<file path="config.mk">
export PLATFORM = sky130hd
export DESIGN_NAME = dw_reg_array
export DESIGN_NICKNAME = d
export VERILOG_FILES = /design/src/rtl/dw_reg_array.sv
export SDC_FILE = /design/constraint.sdc
export NUM_CORES = 1
export LEC_CHECK = 0
export ABC_AREA = 1
export CAP_MARGIN = 15
export CORE_AREA = 2 2 171 173
export CTS_BUF_LIST = sky130_fd_sc_hd__clkbuf_4 sky130_fd_sc_hd__clkbuf_8
export CTS_CLUSTER_DIAMETER = 150
export DETAILED_ROUTE_END_ITERATION = 8
export DIE_AREA = 0 0 173 175
export PLACE_DENSITY = 0.65
export SLEW_MARGIN = 25
export SYNTH_ARGS = -nofsm -noshare
export SYNTH_HDL_FRONTEND = slang
export SYNTH_SLANG_ARGS = --single-unit
</file>
<file path="constraint.sdc">
create_clock -name clk -period 4.3 [get_ports clk]
set_input_delay 1.29 -clock clk [delete_from_list [all_inputs] [get_ports clk]]
set_output_delay 1.29 -clock clk [all_outputs]
set_load 0.01 [all_outputs]
</file>
<file path="src/rtl/dw_reg_array.sv">
`default_nettype none
// ============================================================================
// Module   : dw_reg_array
// Brief    : POY-lane pixel register array feeding the depthwise PE, with a
//            reuse FIFO that keeps overlapping rows for the next window.
// Revision : 1.0 - initial release
// ============================================================================
module dw_reg_array #(
    parameter int DW     = 8,
    parameter int POY    = 3,
    parameter int FDEPTH = 16
) (
    input  logic                clk,
    input  logic                rst,
    input  logic [POY*DW-1:0]   buf_din,
    input  logic [2*POY-1:0]    reg_array_cmd,
    input  logic                fifo_read,
    input  logic                dwpe_ena,
    output logic [POY*DW-1:0]   pix_out,
    output logic                pix_vld,
    output logic                fifo_full,
    output logic                fifo_empty,
    output logic                ovf_err,
    output logic                udf_err
);

    localparam int          c_aw      = $clog2(FDEPTH);
    localparam int          c_ew      = (POY - 1) * DW;
    localparam logic [c_aw:0] c_full  = (c_aw + 1)'(FDEPTH);

    localparam logic [1:0]  c_cmd_ib  = 2'b00;
    localparam logic [1:0]  c_cmd_sf  = 2'b01;
    localparam logic [1:0]  c_cmd_if  = 2'b10;

    logic [DW-1:0]      r_lane     [POY];
    logic [DW-1:0]      w_lane_nxt [POY];
    logic [DW-1:0]      w_sf_src   [POY];
    logic [DW-1:0]      w_if_src   [POY];
    logic [c_ew-1:0]    r_mem      [FDEPTH];
    logic [c_ew-1:0]    r_rdata;
    logic [c_ew-1:0]    w_push_data;
    logic [c_aw-1:0]    r_wptr;
    logic [c_aw-1:0]    r_rptr;
    logic [c_aw:0]      r_count;
    logic               r_pix_vld;
    logic               r_ovf_err;
    logic               r_udf_err;
    logic               w_any_upd;
    logic               w_push_req;
    logic               w_push_ok;
    logic               w_pop;

    // Per-lane sources for SF/IF; the top lane always refills from the buffer.
    generate
        for (genvar gi = 0; gi < POY; gi++) begin : g_src
            if (gi < POY - 1) begin : g_inner
                assign w_sf_src[gi] = r_lane[gi+1];
                assign w_if_src[gi] = r_rdata[gi*DW +: DW];
                assign w_push_data[gi*DW +: DW] = r_lane[gi+1];
            end else begin : g_top
                assign w_sf_src[gi] = buf_din[gi*DW +: DW];
                assign w_if_src[gi] = buf_din[gi*DW +: DW];
            end
            assign pix_out[gi*DW +: DW] = r_lane[gi];
        end
    endgenerate

    always_comb begin
        w_any_upd = 1'b0;
        for (int i = 0; i < POY; i++) begin
            w_lane_nxt[i] = r_lane[i];
            case (reg_array_cmd[2*i +: 2])
                c_cmd_ib: w_lane_nxt[i] = buf_din[i*DW +: DW];
                c_cmd_sf: w_lane_nxt[i] = w_sf_src[i];
                c_cmd_if: w_lane_nxt[i] = w_if_src[i];
                default:  w_lane_nxt[i] = r_lane[i];
            endcase
            if (reg_array_cmd[2*i +: 2] != 2'b11) begin
                w_any_upd = 1'b1;
            end
        end
    end

    assign fifo_full  = (r_count == c_full);
    assign fifo_empty = (r_count == '0);

    // A pop that frees a slot lets a push into a full FIFO through.
    assign w_push_req = (reg_array_cmd[1:0] == c_cmd_sf);
    assign w_pop      = fifo_read & ~fifo_empty;
    assign w_push_ok  = w_push_req & (~fifo_full | w_pop);

    always_ff @(posedge clk) begin
        if (rst) begin
            for (int i = 0; i < POY; i++) begin
                r_lane[i] <= '0;
            end
            r_rdata   <= '0;
            r_wptr    <= '0;
            r_rptr    <= '0;
            r_count   <= '0;
            r_pix_vld <= 1'b0;
            r_ovf_err <= 1'b0;
            r_udf_err <= 1'b0;
        end else begin
            for (int i = 0; i < POY; i++) begin
                r_lane[i] <= w_lane_nxt[i];
            end
            if (w_push_ok) begin
                r_wptr <= r_wptr + 1'b1;
            end
            if (w_pop) begin
                r_rdata <= r_mem[r_rptr];
                r_rptr  <= r_rptr + 1'b1;
            end
            r_count   <= r_count + {{c_aw{1'b0}}, w_push_ok} - {{c_aw{1'b0}}, w_pop};
            r_pix_vld <= dwpe_ena & w_any_upd;
            if (w_push_req && !w_push_ok) begin
                r_ovf_err <= 1'b1;
            end
            if (fifo_read && fifo_empty) begin
                r_udf_err <= 1'b1;
            end
        end
    end

    // Storage is not cleared by reset; pointers and count define its contents.
    always_ff @(posedge clk) begin
        if (!rst && w_push_ok) begin
            r_mem[r_wptr] <= w_push_data;
        end
    end

    assign pix_vld = r_pix_vld;
    assign ovf_err = r_ovf_err;
    assign udf_err = r_udf_err;

endmodule
`default_nettype wire

</file>
==> flow_metrics.env <==
export IMPL_numCtsBuffers=51
export IMPL_vdd_drop_max_uv=300
export IMPL_rr_worst_depth=15
export IMPL_startpoint="r_lane[0][8]"
export IMPL_wirelength_mm=35.7
export IMPL_cp_max_fo=12
export IMPL_hold_class="reg2reg"
export IMPL_pwr_density_cell_mw_per_mm2=493
export IMPL_cts_root_buf="clkbuf_8"
export IMPL_clk_latency_ns=0.57
export IMPL_ff_latch_area_mm2=0.00881
export IMPL_endpoint_kind="primary output"
export IMPL_synthTopCellsByCount="nand2_1 (434), edfxtp_1 (256), inv_1 (200), nand3_1 (181)"
export IMPL_whs_path_depth=1
export IMPL_maxCapViolations=0
export IMPL_rr_endpoint="r_count[4]"
export IMPL_critPathMaxStageDelay_ns=0.88
export IMPL_fin_crit_ns=3.45
export IMPL_clock_skew_ns=0.0202
export IMPL_via_count=9662
export IMPL_placementRows=62
export IMPL_cp_data_arrival_time_ns=2.16
export IMPL_wl_per_cell_um=18.9
export IMPL_clockBufferDepth=3
export IMPL_globalplace_congestion=0.911
export IMPL_min_to="udf_err"
export IMPL_drive_gt1_share_pct=10.0
export IMPL_dr_pass1_iters=5
export IMPL_postPlaceCellArea_mm2=0.0147
export IMPL_yosysWarnings=0
export IMPL_top_layer="met5"
export IMPL_port_buffers=62
export IMPL_initial_utilization_pct=47.4
export IMPL_start_kind="flip-flop"
export IMPL_drtIter0Drc=937
export IMPL_cts_sinks=312
export IMPL_num_antenna_cells=0
export IMPL_power_leakage_uw=0.00660
export IMPL_cpMaxStageDelayCell="dfxtp_1"
export IMPL_synth_edf_count=256
export IMPL_num_fill_cells=2541
export IMPL_tns_ns=0
export IMPL_place_ws_ns=0.507
export IMPL_maxSlewViolCount=0
export IMPL_clkTransAtPathRegs_ns=0.06
export IMPL_cts_hold_fix_buffers=0
export IMPL_synth_top_area_share_pct=57.1
export IMPL_grtUsageTotal_pct=23.8
export IMPL_tightest_slew_ns=0.863
export IMPL_ant_nets=0
export IMPL_syn_num_nets=1419
export IMPL_path_delay_family="flip-flops"
export IMPL_htreeDepth=2
export IMPL_yosysMostFrequentCell="nand2_1"
export IMPL_path_cells="clkdlybuf4s50_1"
export IMPL_ys_types=27
export IMPL_setup_viol=0
export IMPL_nets=1514
export IMPL_finalInstanceArea_mm2=0.0157
export IMPL_synth_largest_area_cell="edfxtp_1"
export IMPL_grt_overflow_total=0
export IMPL_min_from="udf_err"
export IMPL_grt_max_degree=67
export IMPL_met2_length_mm=16.7
export IMPL_ff2ff_setup_slack_ns=1.74
export IMPL_crit_type="reg2out"
export IMPL_antenna_found_initial=2
export IMPL_die_area_mm2=0.0303
export IMPL_yosysSeqAreaShare_pct=65.5
export IMPL_syn_to_final_growth_pct=16.7
export IMPL_fp_dieH_um=175
export IMPL_cts_tree="done"
export IMPL_ioPinCount=63
export IMPL_syn_inst=1367
export IMPL_syn_avg_cell_area_um2=9.84
export IMPL_synthFlopType="edfxtp_1"
export IMPL_min_period_over_period_pct=80.2
export IMPL_r2r_start="r_count[2]"
export IMPL_post_route_drc_count=0
export IMPL_max_freq_ghz=0.290
export IMPL_status="finished clean"
export IMPL_m1WireLength_mm=15.1
export IMPL_via_per_inst=5.12
export IMPL_dp_hpwl_mm=22.6
export IMPL_synthTopCellsByArea="edfxtp_1 (57%), nand2_1 (12%), dfxtp_1 (8.3%)"
export IMPL_async_reset_ff_share_pct=0
export IMPL_path_buf_inv=1
export IMPL_rsz0062_at_grt="false"
export IMPL_grt_pass1_wl_mm=54.4
export IMPL_slew_headroom_pct=42.4
export IMPL_dr_wl_met3_mm=2.74
export IMPL_synth_area_mm2=0.0135
export IMPL_layout_setup_ws_ns=0.852
export IMPL_synth_seq_cells=312
export IMPL_grt_pass1_vias=9398
export IMPL_die_w_um=173
export IMPL_hold_viol=0
export IMPL_ctsResizeCount=0
export IMPL_core_area_mm2=0.0284
export IMPL_multi_input_area_mm2=0.00364
export IMPL_postCtsSetupRepairBufs=0
export IMPL_required_ns=3.01
-- power by group --
part           leakage [uW]  internal [uW]  switching [uW]  total, uW
Combinational       0.00326            537            1190       1730
Clock              0.000534           1380            1140       2530
Sequential          0.00281           3410            84.6       3490
Total               0.00660           5330            2420       7750
-- metal layers --
| layer | vias to the layer above | global-route usage, % |
|---|---|---|
| met3 | 75 | 4.63 |
| met2 | 376 | 38.8 |
| li1 | 4666 | - |
| met4 | 2 | 9.15 |
| met1 | 4543 | 31.6 |
| met5 | - | 0 |
-- layout make-up --
type,count,share of cell area [%]
Inverter,205,4.92
Clock buffer,74,5.65
Sequential cell,312,56.1
Timing Repair Buffer,108,6.31
Clock inverter,21,0.757
Multi-Input combinational cell,784,23.2
Tap cell,384,3.06
-- cell families (layout without fill, tap and decap cells) --
group                    Yosys count  count (layout)  synth area share, %
AO/OA/AOI/OAI                    110             110                 4.27
buffers and inverters            271             408                 7.90
AND/OR/NAND/NOR                  644             644                 19.8
XOR/XNOR                           4               4                0.260
adder cells (fa/ha/maj)           18              18                 1.73
flip-flops                       312             312                 65.5
multiplexers                       8               8                0.595
-- cells in the final DEF, fill, tap and decap left out, drive strengths merged --
master / netlist / layout
nand2: 435 / 435
edfxtp: 256 / 256
inv: 202 / 203
nand3: 181 / 181
clkbuf: 22 / 74
clkdlybuf4s50: 0 / 62
a21oi: 56 / 56
dfxtp: 56 / 56
buf: 44 / 46
o21ai: 39 / 39
clkinv: 3 / 21
nor2: 18 / 18
ha: 17 / 17
nor3: 8 / 8
o22ai: 8 / 8
mux2i: 8 / 8
a31oi: 3 / 3
xor2: 3 / 3
o211ai: 2 / 2
nand4: 1 / 1
or2: 1 / 1
xnor2: 1 / 1
o21bai: 1 / 1
o21a: 1 / 1
fa: 1 / 1
clkinvlp: 0 / 1
bufinv: 0 / 1
-- worst max path at each step --
stage | end | slack (ns) | cells past startpoint
finish | pix_out[8] | 0.85 | 1
floorplan | r_mem[4][0] | 0.86 | 6
global placement | r_count[4] | 0.54 | 13
global route | r_mem[11][2] | 0.82 | 7
CTS | pix_out[8] | 0.86 | 1
detailed placement | r_count[4] | 0.51 | 13
-- registers in the layout, summed over array words and instances (netlist names) --
signal	cells
pix_vld	1
r_count	5
r_rptr	4
r_mem	256
r_wptr	4
udf_err	1
r_lane	24
ovf_err	1
r_rdata	16
-- worst register-to-register path, cell delays in order, from the launching register on --
cell      delay, ns
dfxtp_1        0.31
inv_1          0.08
ha_1           0.17
nand3_1        0.08
nor2_1         0.18
nand2_1        0.07
nand2_1        0.20
inv_1          0.11
nand2_1        0.07
nand2_1        0.05
ha_1           0.21
fa_1           0.45
a21oi_1        0.17
o21bai_1       0.08
o21ai_0        0.15
a21oi_1        0.05
-- metrics by stage --
| stage | total power, uW | hold slack [ns] | util [%] | instances |
|---|---|---|---|---|
| 2_1_floorplan | 4660 | 0.484 | - | 1367 |
| 3_3_place_gp | 5250 | 0.454 | 51.8 | 1793 |
| 3_5_place_dp | 5280 | 0.458 | 51.8 | 1793 |
| 4_1_cts | 7790 | 0.477 | 55.3 | 1888 |
| 5_1_grt | 8140 | 0.508 | 55.3 | 1888 |
| 6_report | 7750 | 0.467 | 55.3 | 1888 |
Power figures use the tool's default switching activity.
